`src/rtl/seg_pkg.sv`:
```
// Shared constants, slot-state type and width helper for the seven-segment scan controller.
package seg_pkg;

  localparam logic [6:0] SEG_BLANK = 7'h7F;
  localparam logic [6:0] SEG_0     = 7'h40;
  localparam logic [6:0] SEG_1     = 7'h79;
  localparam logic [6:0] SEG_2     = 7'h24;
  localparam logic [6:0] SEG_3     = 7'h30;
  localparam logic [6:0] SEG_4     = 7'h19;
  localparam logic [6:0] SEG_5     = 7'h12;
  localparam logic [6:0] SEG_6     = 7'h02;
  localparam logic [6:0] SEG_7     = 7'h78;
  localparam logic [6:0] SEG_8     = 7'h00;
  localparam logic [6:0] SEG_9     = 7'h18;

  typedef enum logic {
    GUARD = 1'b0,
    DRIVE = 1'b1
  } slot_state_t;

  // Bits needed to hold 0..v-1, never less than one.
  function automatic int cnt_width(input int v);
    return (v <= 2) ? 1 : $clog2(v);
  endfunction

endpackage

```
`src/rtl/bcd_seg_decode.sv`:
```
// Combinational BCD to active-low seven-segment decoder; non-BCD nibbles and blank_in give all segments off.
module bcd_seg_decode
  import seg_pkg::*;
(
  input  logic [3:0] nibble,
  input  logic       blank_in,
  output logic [6:0] seg
);

  always_comb begin
    seg = SEG_BLANK;
    if (!blank_in) begin
      case (nibble)
        4'd0:    seg = SEG_0;
        4'd1:    seg = SEG_1;
        4'd2:    seg = SEG_2;
        4'd3:    seg = SEG_3;
        4'd4:    seg = SEG_4;
        4'd5:    seg = SEG_5;
        4'd6:    seg = SEG_6;
        4'd7:    seg = SEG_7;
        4'd8:    seg = SEG_8;
        4'd9:    seg = SEG_9;
        default: seg = SEG_BLANK;
      endcase
    end
  end

endmodule

```
`src/rtl/seg_scan_ctrl.sv`:
```
// Round-robin multiplexed seven-segment scanner with dead-time guard and frame-boundary double buffering.
// Outputs are registered one cycle behind the slot counter and digit index.
module seg_scan_ctrl
  import seg_pkg::*;
#(
  parameter int NUM_DIGITS  = 4,
  parameter int REFRESH_DIV = 50000,
  parameter int DEAD_CYCLES = 500
) (
  input  logic                    clk,
  input  logic                    rst,
  input  logic                    load,
  input  logic [4*NUM_DIGITS-1:0] value,
  input  logic                    lz_blank,
  input  logic                    blank,
  output logic [6:0]              seg,
  output logic [NUM_DIGITS-1:0]   an,
  output logic                    pending,
  output logic                    frame_tick
);

  localparam int CW = cnt_width(REFRESH_DIV);
  localparam int IW = cnt_width(NUM_DIGITS);
  localparam logic [CW-1:0] CNT_LAST = CW'(REFRESH_DIV - 1);
  localparam logic [CW-1:0] CNT_DEAD = CW'(DEAD_CYCLES);
  localparam logic [IW-1:0] IDX_LAST = IW'(NUM_DIGITS - 1);

  logic [CW-1:0]           r_cnt;
  logic [IW-1:0]           r_idx;
  logic [4*NUM_DIGITS-1:0] r_active;
  logic [4*NUM_DIGITS-1:0] r_pend_val;
  logic                    r_pending;
  logic [6:0]              r_seg;
  logic [NUM_DIGITS-1:0]   r_an;
  logic                    r_frame_tick;

  logic                    w_slot_end;
  logic                    w_boundary;
  slot_state_t             w_state;
  logic [3:0]              w_nibble;
  logic [NUM_DIGITS-1:0]   w_an_drv;
  logic                    w_lz;
  logic                    w_zero_above;
  logic [6:0]              w_dec_seg;

  assign w_slot_end = (r_cnt == CNT_LAST);
  assign w_boundary = w_slot_end && (r_idx == IDX_LAST);
  assign w_state    = (r_cnt < CNT_DEAD) ? GUARD : DRIVE;

  // Walk from the most significant digit down so the zero run is known when the current digit is reached.
  always_comb begin
    w_nibble     = 4'd0;
    w_an_drv     = '1;
    w_lz         = 1'b0;
    w_zero_above = 1'b1;
    for (int i = NUM_DIGITS - 1; i >= 0; i--) begin
      w_zero_above = w_zero_above && (r_active[4*i +: 4] == 4'd0);
      if (r_idx == IW'(i)) begin
        w_nibble    = r_active[4*i +: 4];
        w_an_drv[i] = 1'b0;
        w_lz        = lz_blank && (i > 0) && w_zero_above;
      end
    end
  end

  bcd_seg_decode u_dec (
    .nibble   (w_nibble),
    .blank_in (w_lz),
    .seg      (w_dec_seg)
  );

  always_ff @(posedge clk or posedge rst) begin
    if (rst) begin
      r_cnt        <= '0;
      r_idx        <= '0;
      r_active     <= '0;
      r_pend_val   <= '0;
      r_pending    <= 1'b0;
      r_seg        <= SEG_BLANK;
      r_an         <= '1;
      r_frame_tick <= 1'b0;
    end else begin
      r_cnt        <= w_slot_end ? '0 : r_cnt + 1'b1;
      r_frame_tick <= w_boundary;
      if (w_slot_end) begin
        r_idx <= (r_idx == IDX_LAST) ? '0 : r_idx + 1'b1;
      end

      if (blank || (w_state == GUARD)) begin
        r_an  <= '1;
        r_seg <= SEG_BLANK;
      end else begin
        r_an  <= w_an_drv;
        r_seg <= w_dec_seg;
      end

      // A load landing on the boundary bypasses the pending buffer entirely.
      if (w_boundary) begin
        if (load) begin
          r_active <= value;
        end else if (r_pending) begin
          r_active <= r_pend_val;
        end
        r_pending <= 1'b0;
      end else if (load) begin
        r_pend_val <= value;
        r_pending  <= 1'b1;
      end
    end
  end

  assign seg        = r_seg;
  assign an         = r_an;
  assign pending    = r_pending;
  assign frame_tick = r_frame_tick;

endmodule

```
`config.mk`:
```
export PLATFORM = sky130hd
export DESIGN_NAME = seg_scan_ctrl
export DESIGN_NICKNAME = d
export VERILOG_FILES = /design/src/rtl/seg_pkg.sv /design/src/rtl/bcd_seg_decode.sv /design/src/rtl/seg_scan_ctrl.sv
export SDC_FILE = /design/constraint.sdc
export NUM_CORES = 1
export LEC_CHECK = 0
export CORE_ASPECT_RATIO = 2
export CORE_UTILIZATION = 30
export DETAILED_ROUTE_END_ITERATION = 8
export PLACE_DENSITY = 0.49
export REMOVE_ABC_BUFFERS = 1
export SLEW_MARGIN = 25
export SYNTH_ARGS = -nofsm -noshare
export SYNTH_HDL_FRONTEND = slang
export SYNTH_SLANG_ARGS = --single-unit
```
`constraint.sdc`:
```
create_clock -name clk -period 7.5 [get_ports clk]
set_clock_uncertainty 0.05 [all_clocks]
set_input_delay 1.5 -clock clk [delete_from_list [all_inputs] [get_ports clk]]
set_output_delay 1.5 -clock clk [all_outputs]
set_load 0.02 [all_outputs]
```
==> metrics.yaml <==
status: "finished clean"
grt_pass1_wl_um: 11000
cap_violations: 0
vias: 2093
synth_area_per_cell_um2: 11.3
p_leak_nw: 1.62
wirelength_um: 6290
io-pin-count: 34
die_h_um: 144
worst-slew-pin-transition_ps: 808
post_cts_buffers: 0
nFillCells: 962
via_per_inst: 4.76
max_stage_delay_ps: 600
final_cell_area_um2: 3840
layout.nets: 330
setup_viol: 0
ys_ff_latch: 63
clkLatencyLatePin_ps: 330
hold_viol_final: 0
fin_crit_sh_pct: 41.3
drive_above_1_share_pct: 18.5
core_area_um2: 9760
dieArea_um2: 10500
cellPowerDensity_nw_per_um2: 234
reg2reg_depth: 7
cts.htree.levels: 3
grtUsageTotal_pct: 14.1
path_clk_slew_ps: 50
critPathMaxFanout: 18
cp_slowest_cell: "nor2b_4"
drc_errors: 0
root_buffer: "clkbuf_16"
synthToLayoutAreaGrowth_pct: 27.5
arrival_ps: 3250
dpl_cell_area_um2: 3470
path_cells: "clkdlybuf4s50_1, buf_4, nor2b_4, mux2_2"
dp.cells: 424
synth_edf_count: 0
crit_path_end_kind: "register"
fp.dieW_um: 72.8
final_common_cell: "dfrtp_1"
post_cts_resized: 0
start_util_pct: 30.8
dp_hpwl_um: 4350
synth.distinct_cells: 42
grt_start_max_net_pins: 64
cts_buffers: 9
grt_overflow: 0
cts_tree: "done"
ys_seq_area_share_pct: 52.8
row_count: 51
clock-sinks: 63
netlist_instances: 267
antenna_found_initial: 0
min_period_ps: 3100
drv_slew: 0
stdcell_count: 440
portBuffers: 33
tns_ps: 0
routedWlPerCell_um: 14.3
fmax_ghz: 0.323
antenna_left: 0
layout_common_cells: "52 x dfrtp_1, 34 x nor2_1, 33 x clkdlybuf4s50_1"
min_path_cells: 1
setup.worst_path.class: "input port to register"
routabilityCongestion: 0.775
synthFlopType: "dfrtp_1"
dr.pass1.iters: 4
rsz0062_at_grt: "no"
yosys_warnings: 0
crit_path_start_kind: "input port"
relSlewSlack_pct: 46.1
ctsHoldBuffers: 0
clockBufferDepth: 2
required_ps: 7660
grt_pass1_vias: 2311
power_w: 0.000897
syn_area_um2: 3010
min_path_type: "register to register"
ir_worst_vdd_mv: 0.178
drt_iter0_markers: 86
ys_async_sr_fraction_pct: 100
num_antenna_cells: 0
-- cell usage after synthesis, drive strengths merged (5+ instances only) --
cell type / instances / share of area [%]
a211oi: 8 / 2.0
a21oi: 20 / 3.3
buf: 5 / 1.5
clkbuf: 6 / 0.75
dfrtp: 52 / 43
dfstp: 11 / 9.6
ha: 6 / 2.5
inv: 5 / 0.62
mux2: 16 / 7.2
mux2i: 18 / 6.0
nand2: 13 / 1.6
nand3: 6 / 1.0
nand3b: 5 / 1.2
nor2: 35 / 4.6
nor2b: 6 / 1.3
nor3b: 5 / 1.2
o21ai: 8 / 1.3
xnor2: 8 / 2.3
xor2: 6 / 1.7
-- critical path, delay by kind of cell --
kind | cells | cell delay, ps
AND/OR/NAND/NOR | 1 | 600
multiplexers | 1 | 400
buffers and inverters | 2 | 740
-- per-layer routing --
metal  part of all wire, %  track usage [%]  wire, um
met5                     0                0         0
met1                    39             14.9      2480
met4                   3.0             8.98       187
met2                    54             24.3      3400
met3                   3.7             3.86       231
-- report_power, final --
group,internal [W],switching (W),leakage [nW],total (W)
Sequential,0.000355,0.00000941,0.764,0.000364
Clock,0.000327,0.000144,0.169,0.000471
Combinational,0.0000335,0.0000279,0.684,0.0000614
-- state kept, by name (all words and copies together) (netlist names) --
| signal | cells |
|---|---|
| an | 4 |
| r_cnt | 16 |
| r_pend_val | 16 |
| seg | 7 |
| frame_tick | 1 |
| r_active | 16 |
| pending | 1 |
| r_idx | 2 |
-- cell type report --
type	instances	area, um^2	area share, %
Sequential cell	63	1590	41.4
Timing Repair Buffer	36	353	9.19
Multi-Input combinational cell	188	1370	35.6
Clock inverter	2	60.1	1.56
Clock buffer	14	284	7.40
Inverter	5	18.8	0.489
Tap cell	132	165	4.30
-- through the flow --
step	util [%]	hold slack, ps	setup slack (ps)
after floorplan	-	405	4400
after global placement	35.5	435	3730
after detailed placement	35.6	433	3690
after CTS	39.1	441	4050
after global routing	39.3	463	4270
final	39.3	439	4400
-- cells by family (layout without fill, tap and decap cells) --
family	count (synthesis)	count (layout)	synth area share (%)
DFF	63	63	52.8
muxes	34	34	13.2
xor gates and xnor gates	14	14	4.07
and+or+nand+nor	94	94	16.8
adders and majority gates	6	6	2.49
buffers and inverters	16	57	2.91
AOI/OAI and AO/OA	40	40	7.69
-- worst paths after layout --
kind	start	to	slack, ps
worst max-delay path	load	r_pend_val[15]	4400
worst min-delay path	r_cnt[0]	r_cnt[0]	440
worst max register to register	r_idx[0]	seg[1]	5080
worst min register to register	r_cnt[0]	r_cnt[0]	440
max in group asynchronous	rst	pending	5190
min in group asynchronous	rst	r_cnt[8]	1670
Note: power is estimated with default switching activity, not from simulation.
